<file path="src/rtl/ahb_cmd_master.sv">
// ahb_cmd_master
//   Turns single-beat commands into AHB-Lite transfers, one at a time.
//   Each accepted command produces exactly one RSP_VALID pulse, unless it is
//   aborted by HRESET.
//
// Ports
//   HCLK, HRESET                  clock, async active-high reset
//   CMD_VALID/CMD_READY           command handshake (ready only in IDLE)
//   CMD_WRITE/ADDR/WDATA/SIZE     command fields
//   RSP_VALID/RSP_RDATA/RSP_ERROR completion pulse and result
//   H* outputs                    registered AHB-Lite master signals
//   HRDATA/HREADY/HRESP           AHB-Lite slave returns
`timescale 1ns/1ps
module ahb_cmd_master #(
   parameter int          AWIDTH  = 32,
   parameter int          TIMEOUT = 256,
   parameter logic [3:0]  PROT    = 4'b0011
) (
   input  logic              HCLK,
   input  logic              HRESET,
   input  logic              CMD_VALID,
   output logic              CMD_READY,
   input  logic              CMD_WRITE,
   input  logic [AWIDTH-1:0] CMD_ADDR,
   input  logic [31:0]       CMD_WDATA,
   input  logic [2:0]        CMD_SIZE,
   output logic              RSP_VALID,
   output logic [31:0]       RSP_RDATA,
   output logic              RSP_ERROR,
   output logic [AWIDTH-1:0] HADDR,
   output logic [1:0]        HTRANS,
   output logic              HWRITE,
   output logic [2:0]        HSIZE,
   output logic [2:0]        HBURST,
   output logic              HMASTLOCK,
   output logic [3:0]        HPROT,
   output logic [31:0]       HWDATA,
   input  logic [31:0]       HRDATA,
   input  logic              HREADY,
   input  logic              HRESP
);

   typedef enum logic [1:0] {IDLE, ADDR, DATA, REJ} state_t;

   localparam logic [1:0]  TR_IDLE   = 2'b00;
   localparam logic [1:0]  TR_NONSEQ = 2'b10;
   // Wait-count value at which the next HREADY-low cycle is the TIMEOUT-th.
   localparam logic [15:0] WAIT_LAST = 16'(TIMEOUT - 1);

   state_t      state;
   logic        write_q;
   logic [31:0] wdata_q;
   logic [15:0] wait_cnt;
   logic        illegal;

   assign HBURST    = 3'b000;
   assign HMASTLOCK = 1'b0;
   assign HPROT     = PROT;

   // Sizes above word, or addresses not aligned to the transfer size.
   assign illegal = (CMD_SIZE > 3'd2) ||
                    ((CMD_SIZE == 3'd1) && CMD_ADDR[0]) ||
                    ((CMD_SIZE == 3'd2) && (CMD_ADDR[1:0] != 2'b00));

   always_ff @(posedge HCLK or posedge HRESET) begin
      if (HRESET) begin
         state     <= IDLE;
         CMD_READY <= 1'b0;
         RSP_VALID <= 1'b0;
         RSP_RDATA <= '0;
         RSP_ERROR <= 1'b0;
         HTRANS    <= TR_IDLE;
         HADDR     <= '0;
         HWRITE    <= 1'b0;
         HSIZE     <= 3'b000;
         HWDATA    <= '0;
         wait_cnt  <= '0;
         write_q   <= 1'b0;
         wdata_q   <= '0;
      end else begin
         RSP_VALID <= 1'b0;
         case (state)
            IDLE: begin
               if (CMD_VALID && CMD_READY) begin
                  CMD_READY <= 1'b0;
                  write_q   <= CMD_WRITE;
                  wdata_q   <= CMD_WDATA;
                  if (illegal) begin
                     // No bus activity; the error is reported next cycle.
                     state <= REJ;
                  end else begin
                     state  <= ADDR;
                     HTRANS <= TR_NONSEQ;
                     HADDR  <= CMD_ADDR;
                     HWRITE <= CMD_WRITE;
                     HSIZE  <= CMD_SIZE;
                  end
               end else begin
                  // Also raises READY on the first edge out of reset.
                  CMD_READY <= 1'b1;
               end
            end
            ADDR: begin
               if (HREADY) begin
                  state    <= DATA;
                  HTRANS   <= TR_IDLE;
                  wait_cnt <= '0;
                  if (write_q) HWDATA <= wdata_q;
               end
            end
            DATA: begin
               if (HREADY) begin
                  // HRESP on the HREADY-high cycle is the second ERROR cycle.
                  RSP_VALID <= 1'b1;
                  RSP_ERROR <= HRESP;
                  RSP_RDATA <= (!write_q && !HRESP) ? HRDATA : 32'h0;
                  CMD_READY <= 1'b1;
                  state     <= IDLE;
               end else if (wait_cnt == WAIT_LAST) begin
                  RSP_VALID <= 1'b1;
                  RSP_ERROR <= 1'b1;
                  RSP_RDATA <= 32'h0;
                  CMD_READY <= 1'b1;
                  state     <= IDLE;
               end else begin
                  wait_cnt <= wait_cnt + 16'd1;
               end
            end
            REJ: begin
               RSP_VALID <= 1'b1;
               RSP_ERROR <= 1'b1;
               RSP_RDATA <= 32'h0;
               CMD_READY <= 1'b1;
               state     <= IDLE;
            end
            default: state <= IDLE;
         endcase
      end
   end

endmodule

</file>
<file path="config.mk">
export PLATFORM = sky130hd
export DESIGN_NAME = ahb_cmd_master
export DESIGN_NICKNAME = d
export VERILOG_FILES = /design/src/rtl/ahb_cmd_master.sv
export SDC_FILE = /design/constraint.sdc
export NUM_CORES = 1
export LEC_CHECK = 0
export BUFFER_PORTS_ARGS = -buffer_cell sky130_fd_sc_hd__buf_4
export CAP_MARGIN = 20
export CORE_MARGIN = 3
export CORE_UTILIZATION = 51
export CTS_BUF_LIST = sky130_fd_sc_hd__clkbuf_8
export CTS_CLUSTER_SIZE = 12
export DETAILED_ROUTE_END_ITERATION = 12
export GPL_ROUTABILITY_DRIVEN = 0
export MAX_ROUTING_LAYER = met4
export PLACE_DENSITY = 0.82
export SYNTH_ARGS = -nofsm -noshare
export SYNTH_HDL_FRONTEND = slang
export SYNTH_SLANG_ARGS = --single-unit
</file>
<file path="constraint.sdc">
create_clock -name HCLK -period 5.4 [get_ports HCLK]
set_input_delay 0.54 -clock HCLK [delete_from_list [all_inputs] [get_ports HCLK]]
set_output_delay 0.54 -clock HCLK [all_outputs]
set_load 0.05 [all_outputs]
</file>
==> impl_metrics.toml, run 1 <==
[routing]
final_antenna_net_count = 0
wl_per_cell_um = 17.79
vias = 4164
dr.pass1.iters = 4
drt-total-wl_mm = 13.87
via_per_inst = 5.338
drc = 0
drtIter0Drc = 251

[logic_synthesis]
syn_area_per_cell_sq_um = 14.65
yosysSeqAreaShare_pct = 63.34
synth_area_leaders = "dfrtp_1 63%, mux2_2 18%, a22o_1 4.6%"
synth_top_cell_area_share_pct = 63.34
synthArstFlopShare_pct = 100.0
synth_commonest_cells = "155 x dfrtp_1, 100 x mux2_2, 32 x a22o_1"
syn-cell-area_sq_um = 6123
syn_inst = 418
yosys.area.top_type = "dfrtp_1"
synth_edf_count = 0
synth_cell_types = 47
ys_warn_count = 0
synth_top_flop_cell = "dfrtp_1"
synthMostInstantiatedCell = "dfrtp_1"
synth-seq-cells = 155

[global_route]
overflow = 0
grt_start_max_net_pins = 110
grt_usage_pct = 21.97
first_global_vias = 4442
antenna_found_initial = 0
grt_pass1_wl_mm = 21.87

[timing]
worst_slew_pin_slew_ns = 1.019
post-route-period-util_pct = 47.53
fin_tns_setup_ns = 0
slew_headroom_pct = 31.93
setup-violations-final = 0
fin_crit_ns = 2.567
finClkSkew_ns = 0.008747
max_freq_ghz = 0.3896
slew_viol_final = 0
rsz0062_at_grt = "false"
finalHoldViolations = 0

[clock_tree]
cts_buffers = 17
clk_latency_ns = 0.45
cts.htree.levels = 4
hold_buffers = 0
path_clk_slew_ns = 0.09
cts_sinks = 155
cts_tree = "yes"
clockBufferDepth = 2
ctsResizeCount = 0
cts_setup_buffers = 0
root_buffer = "clkbuf_8"

[cells_and_area]
regArea_sq_um = 3879
fill_cells = 802
final_nets = 730
area_delta_synth_final_pct = 32.88
diodes = 0
drive_above_1_share_pct = 56.20
final_cells = 780
multi_input_area_sq_um = 2074

[setup_path]
crit_type = "reg2reg"
crit_path_end = "RSP_RDATA[4]"
cp.required_ns = 5.73
path_max_fanout = 33
rr_worst_depth = 4
cp-end-kind = "flip-flop"
worst-r2r-setup-slack_ns = 2.83
crit_start = "wait_cnt[8]"
critical_path_arrival_ns = 2.89
cp-start-kind = "flip-flop"
worst_r2r_startpoint = "wait_cnt[8]"
r2r-end = "RSP_RDATA[4]"

[floorplan]
ioPinCount = 218
initial_core_util_pct = 52.95
fp.coreArea_sq_um = 11560
fp.dieW_um = 115.6
die_height_um = 115.6
die_area_sq_um = 13360
num_rows = 39

[power]
ir_drop_mv = 0.4519
clock_power_share_pct = 15.9
switchingPower_uw = 2450
power_density_nw_per_um2 = 670.9
internal-power_uw = 3008
swShare_pct = 44.89
power_frac_seq_pct = 35.5
leakagePower_uw = 0.003997
comb_power_share_pct = 48.7

[job]
drv_cap = 0

[placement]
hpwl_mm = 9.850
io_buffers = 208
placed_cells = 747

[status]
status = "finished, final reports clean"

[worst_hold_path]
worst_hold_path_type = "in2async"
## power by group through the flow
| stage | Combinational, uW | Clock [uW] | Sequential (uW) |
|---|---|---|---|
| detailed placement | 2680 | 0 | 1950 |
| floorplan | 694 | 0 | 3100 |
| finish | 2660 | 866 | 1940 |
| global route | 2780 | 940 | 2000 |
| CTS | 2680 | 890 | 1940 |
| global placement | 2620 | 0 | 1920 |
## worst min-delay path by stage
stage / slack, ns / endpoint / from / cells after the start
final: 0.31 / HWDATA[25] / HRESET / 2
after global routing: 0.27 / HADDR[15] / CMD_ADDR[15] / 2
after CTS: 0.28 / RSP_RDATA[22] / HRDATA[22] / 2
after detailed placement: 0.48 / HTRANS[1] / HTRANS[1] / 2
after global placement: 0.47 / HTRANS[1] / HTRANS[1] / 2
after floorplan: 0.45 / wait_cnt[15] / wait_cnt[15] / 1
## critical path, stage by stage, from the launching register on
cell	delay, ns
dfrtp_1	0.45
or4_4	0.57
nor4_4	0.73
o21ai_4	0.39
a22o_1	0.29
## final cells by class
cell class / instances / share of cell area [%]
sequential: 155 / 47.67
multi-input combinational: 236 / 25.50
timing repair buffer: 212 / 19.65
clock buffer: 18 / 3.045
tap: 143 / 2.199
clock inverter: 14 / 1.784
inverter: 2 / 0.1538
## metal layers
layer  track usage [%]  up-vias  wire (um)
met1             25.63     2081       5455
met2             34.76      152       6997
li1                  -     1912          -
met5                 -        -          0
met3             8.982       19       1215
met4             7.277        0        204
## placed cells by master, fill, tap and decap left out, types with 3 or more instances in the layout
| cell | instances |
|---|---|
| nand3_1 | 8 |
| clkbuf_8 | 18 |
| nor2_1 | 6 |
| or3_2 | 3 |
| nand2_1 | 12 |
| a22o_1 | 32 |
| inv_6 | 4 |
| nand4_1 | 5 |
| nor3_1 | 4 |
| o21ai_0 | 3 |
| dfrtp_1 | 155 |
| a21oi_1 | 8 |
| mux2i_1 | 4 |
| clkinv_2 | 4 |
| mux2_2 | 100 |
| o31ai_1 | 5 |
| conb_1 | 9 |
| buf_4 | 211 |
| o211ai_1 | 3 |
## flip-flops by register name (all words and copies together) (netlist names)
| name | count |
|---|---|
| HADDR | 32 |
| HWDATA | 32 |
| RSP_RDATA | 32 |
| wdata_q | 32 |
| wait_cnt | 16 |
| HSIZE | 3 |
| state | 2 |
| CMD_READY | 1 |
| HTRANS | 1 |
| HWRITE | 1 |
| RSP_ERROR | 1 |
| RSP_VALID | 1 |
| write_q | 1 |
## stage by stage
| step | hold WS, ns | instance area, sq um | setup slack (ns) | utilization, % | power (uW) |
|---|---|---|---|---|---|
| 2_1_floorplan | 0.4527 | 6150 | 0.6818 | - | 3798 |
| 3_3_place_gp | 0.4652 | 7729 | 3.027 | 66.83 | 4545 |
| 3_5_place_dp | 0.4756 | 7729 | 2.850 | 66.83 | 4629 |
| 4_1_cts | 0.2757 | 8122 | 2.836 | 70.23 | 5508 |
| 5_1_grt | 0.2727 | 8137 | 2.661 | 70.36 | 5721 |
| 6_report | 0.3066 | 8137 | 2.833 | 70.36 | 5459 |
## cell families after synthesis
kind of cell,after synthesis,synth area share [%]
multiplexers,104,19.04
other,2,0.1226
AND/OR/NAND/NOR,64,6.477
AO/OA/AOI/OAI,57,7.295
flip-flops,155,63.34
XOR/XNOR,1,0.1431
buffers and inverters,34,3.372
adder cells (fa/ha/maj),1,0.2043
Note: power is estimated with default switching activity, not from simulation.
==> run 2, diff against run 1 <==
CORE_UTILIZATION = 46   (was 51)
PLACE_DENSITY = 0.78   (was 0.82)
clock period = 2.1 ns   (was 5.4 ns; I/O delays follow)
==> run 2 against run 1 <==
Register-to-register slack worse by 2.8 ns. Sequential cell count did not move. Maximum frequency rose by 27%. Combinational power grew to 2.7 times the previous value. Core utilization is 2.6 points higher. Global-route usage is 0.74 points higher.
==> impl_metrics.toml, run 2 (synthesized netlist as in run 1, its figures left out) <==
[clock_tree]
cts_buffers = 17
clk_latency_ns = 0.44
path_clk_slew_ns = 0.08
clockBufferDepth = 2
root_buffer = "clkbuf_8"
cts.htree.levels = 4
cts_sinks = 155
cts_tree = "yes"

[floorplan]
ioPinCount = 218
initial_core_util_pct = 47.75
fp.coreArea_sq_um = 12820
die_height_um = 121.4
die_area_sq_um = 14730
num_rows = 41
fp.dieW_um = 121.4

[power]
ir_drop_mv = 1.014
power_density_nw_per_um2 = 1581
leakagePower_uw = 0.004497

[cells_and_area]
fin_util_pct = 72.98
diodes = 0
fill_cells = 822
multi_input_area_sq_um = 2088
drive_above_1_share_pct = 49.26
final_nets = 838
area_delta_synth_final_pct = 52.84
mostFrequentLayoutCell = "buf_4"
regArea_sq_um = 3879
most-common-layout-cells = "217 x buf_4, 155 x dfrtp_1, 100 x mux2_2"
design_area_sq_um = 9359

[setup_path]
r2r-end = "RSP_RDATA[23]"
critical_path_arrival_ns = 2.34
worst-r2r-setup-slack_ns = 0.08
worst_r2r_startpoint = "wait_cnt[9]"
cp_slowest_cell = "or4_1"
cp-end-kind = "flip-flop"
critical_path.cell_chain = "or4_1 -> nor4_4 -> buf_4 -> o21ai_2 -> a22o_1"
rr_worst_depth = 5
cp-start-kind = "flip-flop"
crit_type = "reg2reg"
cp.required_ns = 2.42
max_stage_delay_ns = 0.59
path_max_fanout = 16

[worst_hold_path]
min_from = "CMD_ADDR[14]"
min_path_cells = 2
worst_hold_path_type = "in2reg"
min_delay_worst_endpoint = "HADDR[14]"

[global_route]
grt_start_max_net_pins = 120
busiest_layer = "met2"
grt.met3_usage_pct = 5.408
overflow = 0
grt_pass1_wl_mm = 25.32
grtUsageMet1_pct = 25.54
first_global_vias = 4992
grt_util_met2_pct = 38.86
antenna_found_initial = 0
grt_usage_pct = 22.71

[timing]
fin_crit_ns = 2.021
fin_ws_ns = 0.07894
slew_viol_final = 0
worst_slew_pin_slew_ns = 0.7372
setup-violations-final = 0
slew_headroom_pct = 50.75
finalHoldViolations = 0
post-route-period-util_pct = 96.24
fin_hold_ws_ns = 0.04065
rsz0062_at_grt = "false"
fin_tns_setup_ns = 0
finClkSkew_ns = 0.01234
max_freq_ghz = 0.4948

[job]
drv_cap = 0

[placement]
io_buffers = 208
hpwl_mm = 9.601
dpl-instance-area_sq_um = 7861
pre_cts_ws_ns = -0.009659

[routing]
drtIter0Drc = 192
dr.pass1.iters = 4
final_antenna_net_count = 0
via_per_inst = 5.032
wl_per_cell_um = 17.37
drt-total-wl_mm = 15.92
vias = 4614
drc = 0

[status]
status = "finished, final reports clean"
[run 2: changes by cell type in the layout (fill, tap and decap cells not counted), moves of 4 or more]
cell and delta:
inv_6 -4, dlygate4sd3_1 +98, bufinv_16 +4, buf_4 +6
[run 2: report_power, final]
group | leakage, uW | switching, uW | internal, uW
logic | 0.00231 | 4570 | 2590
clock network | 0.000237 | 1060 | 1590
registers | 0.00195 | 745 | 4240
total | 0.00450 | 6380 | 8420
[run 2: worst max-delay path: cells and delay by family (launching register included)]
| family | cells | cell delay, ns |
|---|---|---|
| simple gates | 2 | 0.81 |
| buf+inv | 1 | 0.20 |
| compound gates | 2 | 0.49 |
| flops | 1 | 0.41 |
[run 2: final cells by class]
| type | count | share of cell area [%] |
|---|---|---|
| repair buffers | 319 | 28.65 |
| clock buffers | 19 | 2.794 |
| clock inverters | 13 | 2.380 |
| inverters | 2 | 0.1203 |
| multi-input cells | 237 | 22.31 |
| well taps | 172 | 2.299 |
| flip-flops and latches | 155 | 41.44 |
[run 2: how the worst max path moves through the flow]
stage                  from            end  slack [ns]  cells after the start
2_1_floorplan        HRESET      CMD_READY       -0.07                      1
3_3_place_gp       state[0]  RSP_RDATA[11]         0.1                      3
3_5_place_dp       state[0]  RSP_RDATA[21]       -0.01                      3
4_1_cts        wait_cnt[13]  RSP_RDATA[16]        0.06                      4
5_1_grt         wait_cnt[9]    wait_cnt[0]       0.007                      6
6_report        wait_cnt[9]  RSP_RDATA[23]        0.08                      5
[run 2: routing by layer]
metal	routed length (um)	part of all wire, %
met1	6009	38
met2	8545	54
met3	902	5.7
met4	467	2.9
met5	0	0
[run 2: per-stage QoR]
stage	std cells	power, uW
global route	917	15480
CTS	914	14800
finish	917	14800
global placement	784	11780
detailed placement	784	11970
floorplan	425	9766
[run 2: what timing repair did]
action                                 CTS  global route
setup buffers                            0             2
pin swaps                                0             2
cloned                                   0             1
endpoints found under the hold margin  249             0
setup endpoints to repair               27            37
gates resized for setup                  1             1
hold buffers                            98             0
